==> src/rtl/grid_turn_scheduler.sv <==
// grid_turn_scheduler
// Owns the backtracking cursor for the grid search. The turn goes to one tile
// at a time, and given (pre-filled) tiles are stepped over one per cycle. The
// cursor moves forward or back on each tile's report. The scheduler ends in
// DONE_OK when it walks off the last tile and in DONE_FAIL when it backs off
// tile 0. A watchdog on the number of grants can also end a run in DONE_FAIL.
module grid_turn_scheduler #(
    parameter int ORDER      = 3,
    parameter int MAX_GRANTS = 0,
    localparam int LENGTH    = ORDER * ORDER,
    localparam int AREA      = LENGTH * LENGTH,
    localparam int CW        = $clog2(AREA)
) (
    input  logic            clock,
    input  logic            reset,
    input  logic            start,
    input  logic [AREA-1:0] given_mask,
    input  logic            tile_done,
    input  logic            tile_pass_back,
    output logic [CW-1:0]   cursor,
    output logic            turn_valid,
    output logic            turn_from_back,
    output logic            busy,
    output logic            done_success,
    output logic            done_failure,
    output logic            timed_out,
    output logic [31:0]     grant_count
);

    typedef enum logic [2:0] {
        ST_IDLE,
        ST_SEEK,
        ST_GRANT,
        ST_WAIT,
        ST_DONE_OK,
        ST_DONE_FAIL
    } state_t;

    localparam logic [CW-1:0] LAST_TILE   = CW'(AREA - 1);
    localparam logic [CW-1:0] FIRST_TILE  = '0;
    localparam logic [31:0]   GRANT_LIMIT = 32'(MAX_GRANTS);
    localparam bit            WATCHDOG_ON = (MAX_GRANTS != 0);

    state_t        state_reg, state_next;
    logic [CW-1:0] cursor_reg, cursor_next;
    logic          dir_back_reg, dir_back_next;     // 1 = cursor is retreating
    logic [31:0]   grant_count_reg, grant_count_next;
    logic          timed_out_reg, timed_out_next;

    logic [31:0]   grant_count_inc;
    logic          cursor_given;
    logic          at_last;
    logic          at_first;
    logic          launch;

    // Helper terms shared by the next-state logic
    always_comb begin
        grant_count_inc = (&grant_count_reg) ? grant_count_reg
                                             : grant_count_reg + 32'd1;
        cursor_given    = given_mask[cursor_reg];
        at_last         = (cursor_reg == LAST_TILE);
        at_first        = (cursor_reg == FIRST_TILE);
        launch          = start && (state_reg == ST_IDLE ||
                                    state_reg == ST_DONE_OK ||
                                    state_reg == ST_DONE_FAIL);
    end

    // State and datapath registers; reset wins over every other input
    always_ff @(posedge clock) begin
        if (reset) begin
            state_reg       <= ST_IDLE;
            cursor_reg      <= '0;
            dir_back_reg    <= 1'b0;
            grant_count_reg <= '0;
            timed_out_reg   <= 1'b0;
        end else begin
            state_reg       <= state_next;
            cursor_reg      <= cursor_next;
            dir_back_reg    <= dir_back_next;
            grant_count_reg <= grant_count_next;
            timed_out_reg   <= timed_out_next;
        end
    end

    // Next-state logic: seek past given tiles, grant, wait for the tile's report
    always_comb begin
        state_next       = state_reg;
        cursor_next      = cursor_reg;
        dir_back_next    = dir_back_reg;
        grant_count_next = grant_count_reg;
        timed_out_next   = timed_out_reg;

        if (launch) begin
            // Start from IDLE or from either DONE state behaves the same way
            state_next       = ST_SEEK;
            cursor_next      = '0;
            dir_back_next    = 1'b0;
            grant_count_next = '0;
            timed_out_next   = 1'b0;
        end else begin
            unique case (state_reg)
                ST_SEEK: begin
                    if (!cursor_given) begin
                        state_next = ST_GRANT;
                    end else if (!dir_back_reg) begin
                        if (at_last) begin
                            state_next = ST_DONE_OK;
                        end else begin
                            cursor_next = cursor_reg + CW'(1);
                        end
                    end else begin
                        if (at_first) begin
                            state_next = ST_DONE_FAIL;
                        end else begin
                            cursor_next = cursor_reg - CW'(1);
                        end
                    end
                end
                ST_GRANT: begin
                    grant_count_next = grant_count_inc;
                    if (WATCHDOG_ON && grant_count_inc == GRANT_LIMIT) begin
                        state_next     = ST_DONE_FAIL;
                        timed_out_next = 1'b1;
                    end else begin
                        state_next = ST_WAIT;
                    end
                end
                ST_WAIT: begin
                    if (tile_done) begin
                        if (!tile_pass_back) begin
                            if (at_last) begin
                                state_next = ST_DONE_OK;
                            end else begin
                                cursor_next   = cursor_reg + CW'(1);
                                dir_back_next = 1'b0;
                                state_next    = ST_SEEK;
                            end
                        end else begin
                            if (at_first) begin
                                state_next = ST_DONE_FAIL;
                            end else begin
                                cursor_next   = cursor_reg - CW'(1);
                                dir_back_next = 1'b1;
                                state_next    = ST_SEEK;
                            end
                        end
                    end
                end
                default: begin
                    // IDLE and DONE states hold everything until start
                end
            endcase
        end
    end

    // Outputs decoded directly from the state so they cannot overlap
    always_comb begin
        cursor         = cursor_reg;
        turn_valid     = (state_reg == ST_GRANT);
        turn_from_back = (state_reg == ST_GRANT) && dir_back_reg;
        busy           = (state_reg == ST_SEEK) || (state_reg == ST_GRANT) ||
                         (state_reg == ST_WAIT);
        done_success   = (state_reg == ST_DONE_OK);
        done_failure   = (state_reg == ST_DONE_FAIL);
        timed_out      = (state_reg == ST_DONE_FAIL) && timed_out_reg;
        grant_count    = grant_count_reg;
    end

endmodule

==> config.mk <==
export PLATFORM = sky130hd
export DESIGN_NAME = grid_turn_scheduler
export DESIGN_NICKNAME = d
export VERILOG_FILES = /design/src/rtl/grid_turn_scheduler.sv
export SDC_FILE = /design/constraint.sdc
export NUM_CORES = 1
export LEC_CHECK = 0
export BUFFER_PORTS_ARGS = -buffer_cell sky130_fd_sc_hd__buf_2
export CORE_MARGIN = 2
export CORE_UTILIZATION = 44
export CTS_CLUSTER_SIZE = 16
export DETAILED_ROUTE_END_ITERATION = 6
export MAX_ROUTING_LAYER = met4
export PLACE_DENSITY = 0.77
export SLEW_MARGIN = 10
export SYNTH_ARGS = -nofsm -noshare
export SYNTH_HDL_FRONTEND = slang
export SYNTH_SLANG_ARGS = --single-unit
export TNS_END_PERCENT = 20
==> constraint.sdc <==
create_clock -name clock -period 2.8 [get_ports clock]
set_input_delay 0.56 -clock clock [delete_from_list [all_inputs] [get_ports clock]]
set_output_delay 0.56 -clock clock [all_outputs]
set_load 0.01 [all_outputs]
# Yosys cells after proc, flatten, opt, wreduce, memory -nomap -nowiden
# Index checks and enable logic that the tools add are counted.
# word_totals
register_bits	43
latchBits	0
ramBits	0
rom_bits	0
in_bits	86
out_inout_bits	45
elab_cells	65
memories	0
# classes
n_addsub	3
mul	0
div_mod_pow	0
magnitude_cmp	1
eq_ne	15
n_shift	0
n_mux	22
bitwise_logic	1
reduce_logical	18
# op_table
op	count
two-way mux 7 bit	6
adder 32 x 1 -> 32 bit, second input constant	1
AND reduction 32 bit	1
two-way mux 3 bit	8
one-hot mux 7 bit (2 select lines)	1
AND reduction 4 bit	3
inequality test 5 bit, second input constant	2
one-hot mux 3 bit (3 select lines)	1
< comparator 7 x 8 -> 1 bit, second input constant	1
inequality test 2 bit, second input constant	4
inequality test 4 bit, second input constant	2
adder 7 x 1 -> 7 bit, second input constant	1
binary-select mux 1 bit (select 7 bit)	1
equality test 7 bit, second input constant	1
zero test 7 bit	1
subtractor 7 x 1 -> 7 bit, second input constant	1
equality test 3 x 2 -> 1 bit, second input constant	2
equality test 3 bit, second input constant	2
two-way mux 1 bit	5
logical OR 1 bit	4
nonzero test 4 bit	1
equality test 3 x 1 -> 1 bit, second input constant	1
zero test 3 bit	1
inequality test 3 bit, second input constant	1
other kinds (7)	8

# Logic depth before layout (Yosys ltp)
# logic_depth
depth_word	6
depth_mapped	13

# Least setup slack after synthesis
# OpenSTA, ideal clock, no wires.
# synth_timing
kind	reg-to-reg
start	register cursor_reg[1] (netlist: cursor[1])
end	register state_reg[0]
arrival_ps	2587
setup_slack_ps	88
path_stages_with_launch	14
n_path_buf	4
period_less_slack_ps	2712
cell_sequence	dfxtp_1 > buf_4 > buf_6 > buf_6 > buf_4 > inv_1 > ha_1 > nand2_1 > nor4_1 > nand2_1 > o21ai_0 > o32ai_1 > a221oi_1 > nor3_1
# synth_via
elab_chain_cells	6
elab_cells_between_ends	13
classes_between	3 x eq/ne; 8 x mux; 2 x reduce/logical
# synth_lines
item	line_no	text
start: declaration	45	logic [CW-1:0] cursor_reg, cursor_next;
start signal: assignment	78	cursor_reg <= cursor_next;
branches (longest 6 deep; another with binary-select mux 1 bit (select 7 bit))	--	
end signal: assignment	77	state_reg <= state_next;
end: declaration	44	state_t state_reg, state_next;
# Several ways; the timed one is not identified. The select of a mux whose other input is x is not followed.
# A chain may end at the register's enable or synchronous reset.

# Worst setup path after layout
# layout_timing
start	register cursor_reg[0] (netlist: cursor[0])
end	register cursor_reg[1] (netlist: cursor[1])
# layout_via
elab_chain_cells	5
elab_cells_between_ends	15
classes_between	2 x add/sub; 2 x eq/ne; 9 x mux; 2 x reduce/logical
# layout_lines
item	line_no	text
adder 7 x 1 -> 7 bit, or another cell as far along	109, 134	
two-way mux 7 bit (on tied branches)	--	
two-way mux 7 bit (on tied branches)	130, 105	
two-way mux 7 bit (on tied branches)	129, 103	
one-hot mux 7 bit (2 select lines)	101	unique case (state_reg)
# Several ways; a longest one is shown, not always the timed one. The select of a mux whose other input is x is not followed.

==> out/qor.yml <==
grt:
  grt_pass1_vias: 3086
  grt_util_all_layers: 0.225
  gr-total-overflow: 0
  grt_pass1_wl_um: 13900
  antenna_found_initial: 0
  grt_max_degree: 36
clock_tree:
  clock-sinks: 43
  htree_levels: 2
  clk_pin_slew_worst_paths_ns: 0.08
  cts_buffers: 5
  insertion_delay_ns: 0.29
  cts_root_buf: "clkbuf_8"
  tritoncts: "yes"
  ctsLongestPathBuffers: 2
route:
  dr.pass1.iters: 4
  drc: 0
  wire_per_inst_um: 14.4
  via_per_inst: 5.48
  drt_iter0_drc: 153
  routed_wl_um: 8450
  final_antenna_net_count: 0
  vias: 3224
timing:
  fin_crit_sh: 0.916
  tightest_slew_ns: 0.620
  setup_violations: 0
  maxSlewViolCount: 0
  finClkSkew_ns: 0.00608
  tns_ns: 0
  fmax_mhz: 390
  hold_viol_final: 0
  finalCriticalPeriod_ns: 2.57
  slew_headroom: 0.587
  rsz0062_at_grt: "no"
finish:
  fillCellCount: 653
  final_cell_mix: "129 x buf_2, 51 x nor2_1, 42 x dfxtp_1, 32 x nand2_1, 26 x xor2_1"
  final_cell_area_um2: 3940
  fin_nets: 582
  drive_above_1_share: 0.341
  multi_input_area_um2: 2080
  layout_commonest_cell: "buf_2"
  largest_register_ffs: 32
  regArea_um2: 862
  syn_to_final_growth_pct: 25.5
  diodes: 0
job:
  cap_violations: 0
floorplan:
  die_y_um: 88.4
  die_area_um2: 7820
  rows: 30
  die_w_um: 88.4
  core_area_um2: 6830
  ios: 131
  start_util: 0.459
synth:
  synth-seq-cells: 43
  yosys_warnings: 0
  yosysSeqAreaShare: 0.274
  synth_edf_count: 0
  ys_types: 56
  mappedNetlistArea_um2: 3140
  ys.flop_type: "dfxtp_1"
  syn_area_per_cell_um2: 8.48
  netlist_instances: 370
  synth_nets: 459
  synthArstFlopShare: 0
pwr:
  vdd_drop_max_mv: 0.268
  p_leak_uw: 0.00168
  p_per_area_nw_per_um2: 342
hold_path:
  hold_path.class: "in2reg"
critical_path:
  cp_data_required_time_ns: 2.98
  crit_fanout: 15
  crit_family: "compound AO/OA/AOI/OAI gates"
  cp_slowest_stage_delay_ns: 0.60
  critPathBufInv: 0
  path_class: "reg2reg"
  timing.critical_path.from_type: "register"
  arrival_ns: 2.75
  crit_path_cell_trace: "mux4_1 > mux2i_1 > o211ai_1 > a211o_1 > o21ai_2 > o21a_4 > nor2_1 > o31a_1"
  end_kind: "register"
  crit_slowest_cell: "mux4_1"
  rrSetupSlack_ns: 0.23
placed_design:
  numPortBuffers: 129
  place_area_um2: 3860
  gp_congestion: 0.847
  post-dp-hpwl_um: 6320
outcome:
  status: "finished clean"
==> cell type report <==
cell class / instances / area share
clock buffer: 5 / 0.0175
clock inverter: 1 / 0.00191
sequential: 43 / 0.219
tap: 96 / 0.0305
timing repair buffer: 143 / 0.194
multi-input combinational: 290 / 0.528
inverter: 10 / 0.00953
==> cells in the mapped netlist, types with 3 or more instances <==
| cell | number | share of area |
|---|---|---|
| a31oi_1 | 3 | 0.0060 |
| nor3_1 | 12 | 0.019 |
| dfxtp_1 | 43 | 0.27 |
| inv_1 | 10 | 0.012 |
| o221a_2 | 3 | 0.011 |
| buf_6 | 4 | 0.014 |
| buf_4 | 3 | 0.0072 |
| mux4_2 | 7 | 0.050 |
| nor3b_1 | 5 | 0.012 |
| or3_1 | 4 | 0.0080 |
| o21ai_0 | 5 | 0.0080 |
| xnor2_1 | 5 | 0.014 |
| nand3b_1 | 3 | 0.0072 |
| and3_1 | 5 | 0.010 |
| nor4_1 | 4 | 0.0080 |
| buf_2 | 5 | 0.0080 |
| nand3_1 | 22 | 0.035 |
| a21oi_1 | 11 | 0.018 |
| nand4_1 | 12 | 0.024 |
| mux2_2 | 4 | 0.014 |
| nand2_1 | 32 | 0.038 |
| mux4_1 | 7 | 0.059 |
| nor2b_1 | 9 | 0.018 |
| and4_1 | 5 | 0.014 |
| o31ai_1 | 3 | 0.0072 |
| ha_1 | 3 | 0.012 |
| and2_1 | 4 | 0.0080 |
| nor2_1 | 51 | 0.061 |
| a22oi_1 | 4 | 0.0096 |
| mux2i_1 | 16 | 0.051 |
| clkbuf_1 | 12 | 0.014 |
| xor2_1 | 26 | 0.073 |
==> routing by layer <==
layer | GRT usage | part of all wire | up-vias
li1 | - | - | 1582
met3 | 0.0317 | 0.045 | 14
met5 | - | 0 | -
met2 | 0.378 | 0.51 | 107
met1 | 0.278 | 0.43 | 1521
met4 | 0.0730 | 0.012 | 0
==> path summary, 6_finish.rpt <==
check	cells past startpoint	endpoint	from
max	8	cursor[1]$_SDFFE_PP0P_	cursor[0]$_SDFFE_PP0P_
min	2	state_reg[1]$_SDFFE_PP0P_	reset
max reg2reg	8	cursor[1]$_SDFFE_PP0P_	cursor[0]$_SDFFE_PP0P_
min reg2reg	2	grant_count[24]$_SDFFE_PP0P_	grant_count[24]$_SDFFE_PP0P_
==> report_power, final <==
group	leakage, uW	switching, uW	internal (uW)
clock	0.0000361	207	166
sequential	0.000347	24.8	622
combinational	0.00130	175	154
==> through the flow <==
| stage | setup slack, ns | total power (uW) | hold slack [ns] | cells | utilization |
|---|---|---|---|---|---|
| final | 0.235 | 1350 | 0.500 | 588 | 0.576 |
| after global placement | 0.164 | 980 | 0.507 | 582 | 0.565 |
| after detailed placement | 0.0809 | 987 | 0.519 | 582 | 0.565 |
| after CTS | 0.0537 | 1360 | 0.497 | 588 | 0.576 |
| after global routing | 0.00190 | 1420 | 0.499 | 588 | 0.576 |
| after floorplan | 0.0883 | 873 | 0.557 | 370 | - |
==> worst register-to-register path, cell delays in order, from the launching register on <==
cell,delay (ns)
dfxtp_2,0.50
mux4_1,0.60
mux2i_1,0.16
o211ai_1,0.11
a211o_1,0.29
o21ai_2,0.19
o21a_4,0.25
nor2_1,0.07
o31a_1,0.29
==> cells by family (layout without fill, tap and decap cells) <==
group           Yosys count  in the layout  share of synthesized area
xor+xnor                 31             31                     0.0866
buf+inv                  37            159                     0.0630
simple gates            172            172                      0.272
mux                      34             34                      0.174
compound gates           49             49                      0.117
other cells               1              1                    0.00120
flops                    43             43                      0.274
fa+ha+maj                 3              3                     0.0120
==> repair_timing <==
action,4_1_cts,5_1_grt
hold buffers,0,0
setup endpoints to repair,0,9
buffers inserted,0,0
resized for setup,0,1
Power figures use the tool's default switching activity.
